### src/rtl/lc3b_evict_buffer.sv
// Write-back eviction buffer between the last cache level and physical memory.
// Dirty lines are absorbed in a single handshake, kept in a circular FIFO and
// written to memory in the background, oldest first. A repeated eviction of a
// line that is still waiting is merged into the existing entry. Fill lookups
// are answered from the buffer, so a fill never reads stale memory.
//
// Drain FSM
//   state   | meaning
//   --------+-----------------------------------------------------------
//   S_IDLE  | no memory write in flight; launch the head entry if count>0
//   S_WRITE | head entry presented on pmem_*; wait for pmem_resp to pop it
module lc3b_evict_buffer #(
    parameter int LINE_W = 128,
    parameter int ADDR_W = 16,
    parameter int DEPTH  = 4,
    parameter int OFF_W  = $clog2(LINE_W / 8)
) (
    input  logic                      clk,
    input  logic                      reset_n,

    input  logic                      wb_write,
    input  logic [ADDR_W-1:0]         wb_addr,
    input  logic [LINE_W-1:0]         wb_wdata,
    output logic                      wb_resp,

    input  logic [ADDR_W-1:0]         rd_addr,
    output logic                      rd_hit,
    output logic [LINE_W-1:0]         rd_data,

    output logic                      pmem_write,
    output logic [ADDR_W-1:0]         pmem_address,
    output logic [LINE_W-1:0]         pmem_wdata,
    input  logic                      pmem_resp,

    output logic                      empty,
    output logic [$clog2(DEPTH):0]    count
);

    localparam int IDX_W = $clog2(DEPTH);
    localparam int CNT_W = IDX_W + 1;
    localparam int TAG_W = ADDR_W - OFF_W;
    localparam logic [CNT_W-1:0] FULL_CNT = CNT_W'(DEPTH);
    localparam logic [OFF_W-1:0] OFF_ZERO = '0;

    typedef enum logic {
        S_IDLE  = 1'b0,
        S_WRITE = 1'b1
    } state_t;

    state_t             r_state;
    logic [TAG_W-1:0]   r_tag   [DEPTH];
    logic [LINE_W-1:0]  r_data  [DEPTH];
    logic [DEPTH-1:0]   r_valid;
    logic [IDX_W-1:0]   r_head;
    logic [IDX_W-1:0]   r_tail;
    logic [CNT_W-1:0]   r_count;
    logic               r_wb_resp;
    logic               r_pmem_write;
    logic [ADDR_W-1:0]  r_pmem_address;
    logic [LINE_W-1:0]  r_pmem_wdata;

    logic [TAG_W-1:0]   w_wb_tag;
    logic [TAG_W-1:0]   w_rd_tag;
    logic               w_req;
    logic               w_coal;
    logic [IDX_W-1:0]   w_coal_idx;
    logic               w_not_full;
    logic               w_alloc;
    logic               w_accept;
    logic               w_pop;
    logic [LINE_W-1:0]  w_launch_data;
    logic               w_unused_off;

    assign w_wb_tag     = wb_addr[ADDR_W-1:OFF_W];
    assign w_rd_tag     = rd_addr[ADDR_W-1:OFF_W];
    // Offset bits never take part in line compares.
    assign w_unused_off = ^{wb_addr[OFF_W-1:0], rd_addr[OFF_W-1:0]};

    // A request arriving while its own acknowledge is showing is the same
    // request still held by the requester, so it is not looked at again.
    assign w_req      = wb_write & ~r_wb_resp;
    assign w_not_full = (r_count != FULL_CNT);
    assign w_alloc    = w_req & ~w_coal & w_not_full;
    assign w_accept   = w_req & (w_coal | w_not_full);
    assign w_pop      = (r_state == S_WRITE) & pmem_resp;

    // Find a waiting entry of the same line; the entry being written to memory is off limits.
    always_comb begin
        w_coal     = 1'b0;
        w_coal_idx = '0;
        for (int i = 0; i < DEPTH; i++) begin
            if (r_valid[i] && (r_tag[i] == w_wb_tag) &&
                !((r_state == S_WRITE) && (IDX_W'(i) == r_head))) begin
                w_coal     = 1'b1;
                w_coal_idx = IDX_W'(i);
            end
        end
    end

    // Fill forwarding: walk from oldest to newest so the newest match wins.
    always_comb begin : fwd_search
        logic [IDX_W-1:0] v_idx;
        v_idx   = '0;
        rd_hit  = 1'b0;
        rd_data = '0;
        for (int k = 0; k < DEPTH; k++) begin
            v_idx = r_head + IDX_W'(k);
            if (r_valid[v_idx] && (r_tag[v_idx] == w_rd_tag)) begin
                rd_hit  = 1'b1;
                rd_data = r_data[v_idx];
            end
        end
    end

    // Line storage: merge into an existing entry or write the new one at tail.
    always_ff @(posedge clk) begin
        if (w_req && w_coal) begin
            r_data[w_coal_idx] <= wb_wdata;
        end else if (w_alloc) begin
            r_tag[r_tail]  <= w_wb_tag;
            r_data[r_tail] <= wb_wdata;
        end
    end

    // FIFO bookkeeping: valid bits, pointers, occupancy and the acknowledge pulse.
    always_ff @(posedge clk or negedge reset_n) begin
        if (!reset_n) begin
            r_valid   <= '0;
            r_head    <= '0;
            r_tail    <= '0;
            r_count   <= '0;
            r_wb_resp <= 1'b0;
        end else begin
            r_wb_resp <= w_accept;
            if (w_pop) begin
                r_valid[r_head] <= 1'b0;
                r_head          <= r_head + IDX_W'(1);
            end
            if (w_alloc) begin
                r_valid[r_tail] <= 1'b1;
                r_tail          <= r_tail + IDX_W'(1);
            end
            case ({w_alloc, w_pop})
                2'b10:   r_count <= r_count + CNT_W'(1);
                2'b01:   r_count <= r_count - CNT_W'(1);
                default: r_count <= r_count;
            endcase
        end
    end

    // When the head is merged on the launch edge, the fresh data must go out,
    // otherwise the merged line would be popped without ever reaching memory.
    assign w_launch_data = (w_req && w_coal && (w_coal_idx == r_head)) ? wb_wdata
                                                                      : r_data[r_head];

    // Drain FSM with registered memory-side outputs.
    always_ff @(posedge clk or negedge reset_n) begin
        if (!reset_n) begin
            r_state        <= S_IDLE;
            r_pmem_write   <= 1'b0;
            r_pmem_address <= '0;
            r_pmem_wdata   <= '0;
        end else begin
            case (r_state)
                S_IDLE: begin
                    if (r_count != '0) begin
                        r_state        <= S_WRITE;
                        r_pmem_write   <= 1'b1;
                        r_pmem_address <= {r_tag[r_head], OFF_ZERO};
                        r_pmem_wdata   <= w_launch_data;
                    end
                end
                S_WRITE: begin
                    if (pmem_resp) begin
                        r_state      <= S_IDLE;
                        r_pmem_write <= 1'b0;
                    end
                end
                default: begin
                    r_state      <= S_IDLE;
                    r_pmem_write <= 1'b0;
                end
            endcase
        end
    end

    assign wb_resp      = r_wb_resp;
    assign pmem_write   = r_pmem_write;
    assign pmem_address = r_pmem_address;
    assign pmem_wdata   = r_pmem_wdata;
    assign count        = r_count;
    assign empty        = (r_count == '0);

endmodule

### config.mk
export PLATFORM = sky130hd
export DESIGN_NAME = lc3b_evict_buffer
export DESIGN_NICKNAME = d
export VERILOG_FILES = /design/src/rtl/lc3b_evict_buffer.sv
export SDC_FILE = /design/constraint.sdc
export NUM_CORES = 2
export LEC_CHECK = 0
export ABC_AREA = 1
export CORE_ASPECT_RATIO = 0.7
export CORE_MARGIN = 5
export CORE_UTILIZATION = 45
export CTS_CLUSTER_SIZE = 10
export DETAILED_ROUTE_END_ITERATION = 7
export GPL_TIMING_DRIVEN = 0
export PLACE_DENSITY = 0.72
export SYNTH_ARGS = -nofsm -noshare
export SYNTH_HDL_FRONTEND = slang
export SYNTH_SLANG_ARGS = --single-unit
### constraint.sdc
create_clock -name clk -period 8.37 [get_ports clk]
set_input_delay 2.0925 -clock clk [delete_from_list [all_inputs] [get_ports clk]]
set_output_delay 2.0925 -clock clk [all_outputs]
set_load 0.01 [all_outputs]
==> impl_metrics.json <==
{
  "synthCells": 6570,
  "violations": "DRC, capacitance limit",
  "hold_ws_ps": 477,
  "power_frac_clock": 0.179,
  "worstMarginPinSlew_ps": 1490,
  "synth-seq-area-share": 0.447,
  "antenna_left": 0,
  "use_met3": 0.108,
  "drtIter0Drc": 7385,
  "crit_path_end_kind": "output port",
  "ctsRootBufferMaster": "clkbuf_16",
  "power.leakage_nw": 26.5,
  "cp-start-kind": "flip-flop",
  "rows": 98,
  "comb_power_share": 0.571,
  "r2r_slack_ps": 3450,
  "cp_max_fo": 38,
  "post-route-period-util": 0.985,
  "antenna_found_initial": 22,
  "num_io_pins": 443,
  "drt_wl_total_um": 197000,
  "clock.fmax_mhz": 121,
  "port_buffers": 430,
  "core_area_um2": 102000,
  "wire_per_inst_um": 23.0,
  "die_w_um": 393,
  "route.detailed.drc": 2,
  "clk_pin_slew_ps": 60,
  "placed_area_um2": 52900,
  "peakVddDrop_mv": 0.200,
  "grt_max_degree": 95,
  "netlist_area_um2": 46200,
  "post-dp-hpwl_um": 141000,
  "cts.sinks": 714,
  "synth-seq-cells": 714,
  "finalPower_mw": 20.0,
  "final_layout_size_suffix_gt1_frac": 0.0548,
  "max-cap-violations": 1,
  "utilization": 0.544,
  "synth_warnings": 0,
  "fin_ws_ps": 128,
  "intPower_mw": 10.0,
  "most-common-layout-cells": "nand2_1, inv_1, o21ai_0",
  "cts_made_buffers": 85,
  "htree_levels": 3,
  "finalSetupViolations": 0,
  "min_path_type": "flip-flop to flip-flop",
  "firstDrtPassIters": 8,
  "fin_skew_ps": 44.9,
  "cts_hold_buf": 0,
  "slew_violations": 0,
  "crit_type": "flip-flop to output port",
  "num_vias": 48600,
  "fin_nets": 7286,
  "insertion_delay_ps": 700,
  "power_switching_mw": 9.98,
  "final_common_cell": "nand2_1",
  "grt_util_met2": 0.496,
  "hold_viol_final": 0,
  "cts_tree": "yes",
  "stdcell_area_um2": 55500,
  "syn_to_final_growth_pct": 20.0,
  "relSlewSlack": 0.00450,
  "pre_cts_slack_ps": -1900,
  "seq_power_share": 0.250,
  "grt_overflow_total": 0,
  "outcome": "finished, violations left",
  "dieArea_um2": 109000,
  "critPathRequiredTime_ps": 6280,
  "die_h_um": 278,
  "p_per_area_nw_per_um2": 360,
  "yosysUniqueCellTypes": 36,
  "cp_data_arrival_time_ps": 6150,
  "p_sw_frac": 0.499,
  "grtUsageTotal": 0.348,
  "top_usage_layer": "met2",
  "place.gp.congestion": 0.963,
  "clockBufferDepth": 3,
  "use_met1": 0.492,
  "drt-vias-per-instance": 5.69,
  "grt_pass1_wl_um": 286000,
  "layout_min_cycle_time_ps": 8240,
  "start_util": 0.453,
  "rsz0062_at_grt": "false",
  "avgSynthCellArea_um2": 7.04,
  "grt_pass1_vias": 44600
}
worst max-delay path, cell delays in order, from the launching register on:
cell and delay, ps:
dfrtp_1 460, buf_2 230, inv_1 160, buf_12 310, ha_1 300, buf_2 220
inv_2 190, buf_2 360, clkbuf_4 350, nand3_1 130, nand3_1 90, nand2_1 110
nand3_1 160, nor2_1 100, nand2_1 100, buf_2 590, clkbuf_1 530, nand3_1 160
nand2_1 100, nand2_1 50, nand2_1 150, clkdlybuf4s50_1 580
power groups by stage:
stage | logic (mW) | registers (mW) | clock network (mW)
6_report | 11.4 | 5.01 | 3.58
3_5_place_dp | 10.9 | 5.05 | 0
4_1_cts | 11.0 | 4.99 | 3.61
5_1_grt | 12.2 | 5.07 | 3.77
3_3_place_gp | 10.7 | 5.20 | 0
2_1_floorplan | 6.34 | 5.16 | 0
worst paths after layout:
path	cells past startpoint	end	from
max reg2reg	19	r_data[0][29]	r_head[0]
min reg2reg	2	pmem_wdata[106]	pmem_wdata[106]
max	21	rd_data[95]	r_head[1]
max in group asynchronous	2	pmem_wdata[19]	reset_n
min in group asynchronous	1	pmem_wdata[80]	reset_n
min	2	pmem_wdata[106]	pmem_wdata[106]
through the flow:
| stage | cells | TNS (ps) |
|---|---|---|
| after floorplan | 6573 | -434480 |
| after global placement | 8353 | -4621210 |
| after detailed placement | 8379 | -224010 |
| after CTS | 8536 | 0 |
| after global routing | 8545 | 0 |
| final | 8550 | 0 |
flip-flops by register name, summed over array words and instances (netlist names):
name,cells
r_data,512
r_state,1
wb_resp,1
r_valid,4
count,3
r_tag,48
r_tail,2
r_head,2
pmem_address,12
pmem_wdata,128
pmem_write,1
logic make-up (layout without fill, tap and decap cells):
logic type               count (synthesis)  count (layout)  synth area share
adder cells (fa/ha/maj)                 10              10           0.00287
other                                    1              19         0.0000811
AO/OA/AOI/OAI                          988             988             0.108
buffers and inverters                 1427            2039             0.123
XOR/XNOR                                19              19           0.00360
AND/OR/NAND/NOR                       3283            3283             0.288
multiplexers                           128             128            0.0277
flip-flops                             714             714             0.447
cell usage after synthesis:
library cell	count	area share
fa_1	1	0.00043
o2111ai_1	1	0.00019
or2_2	1	0.00014
o21bai_1	1	0.00016
a21oi_1	10	0.0011
inv_2	63	0.0051
or2_0	1	0.00014
o211ai_2	2	0.00054
inv_1	922	0.075
nand3_1	739	0.080
buf_2	155	0.017
nand2_1	2192	0.18
nor2_1	331	0.027
a21o_1	1	0.00016
xor2_1	10	0.0019
mux2i_1	128	0.028
conb_1	1	0.000081
a31oi_1	1	0.00014
nand4_1	9	0.0012
o21ai_0	874	0.095
nor2_2	2	0.00027
and2_1	4	0.00054
dfrtp_1	154	0.083
edfxtp_1	560	0.36
ha_1	9	0.0024
nor3_1	3	0.00032
nand3b_1	1	0.00016
o22ai_1	1	0.00014
buf_6	10	0.0024
o211ai_1	10	0.0016
clkbuf_1	215	0.017
a21boi_0	1	0.00016
o21ai_1	86	0.0093
buf_4	17	0.0028
buf_1	45	0.0037
xnor2_1	9	0.0017
final cells by class:
cell class	count	area, um^2
clock buffers	150	2500
clock inverters	10	75.1
fillers	9648	46500
multi-input cells	4432	19900
well taps	1350	1690
flip-flops and latches	714	20700
inverters	985	3700
plain buffers	438	2020
diodes	15	37.5
repair buffers	456	4880
what timing repair did:
action | CTS | global route
endpoints found under the setup margin | 129 | 105
resized for setup | 3 | 14
setup buffers | 0 | 0
cloned | 0 | 0
per-layer routing:
layer	up-vias	wire length (um)
li1	22100	-
met4	8	8760
met3	533	27600
met5	-	51
met1	22700	79400
met2	3348	80700
Power figures use the tool's default switching activity.
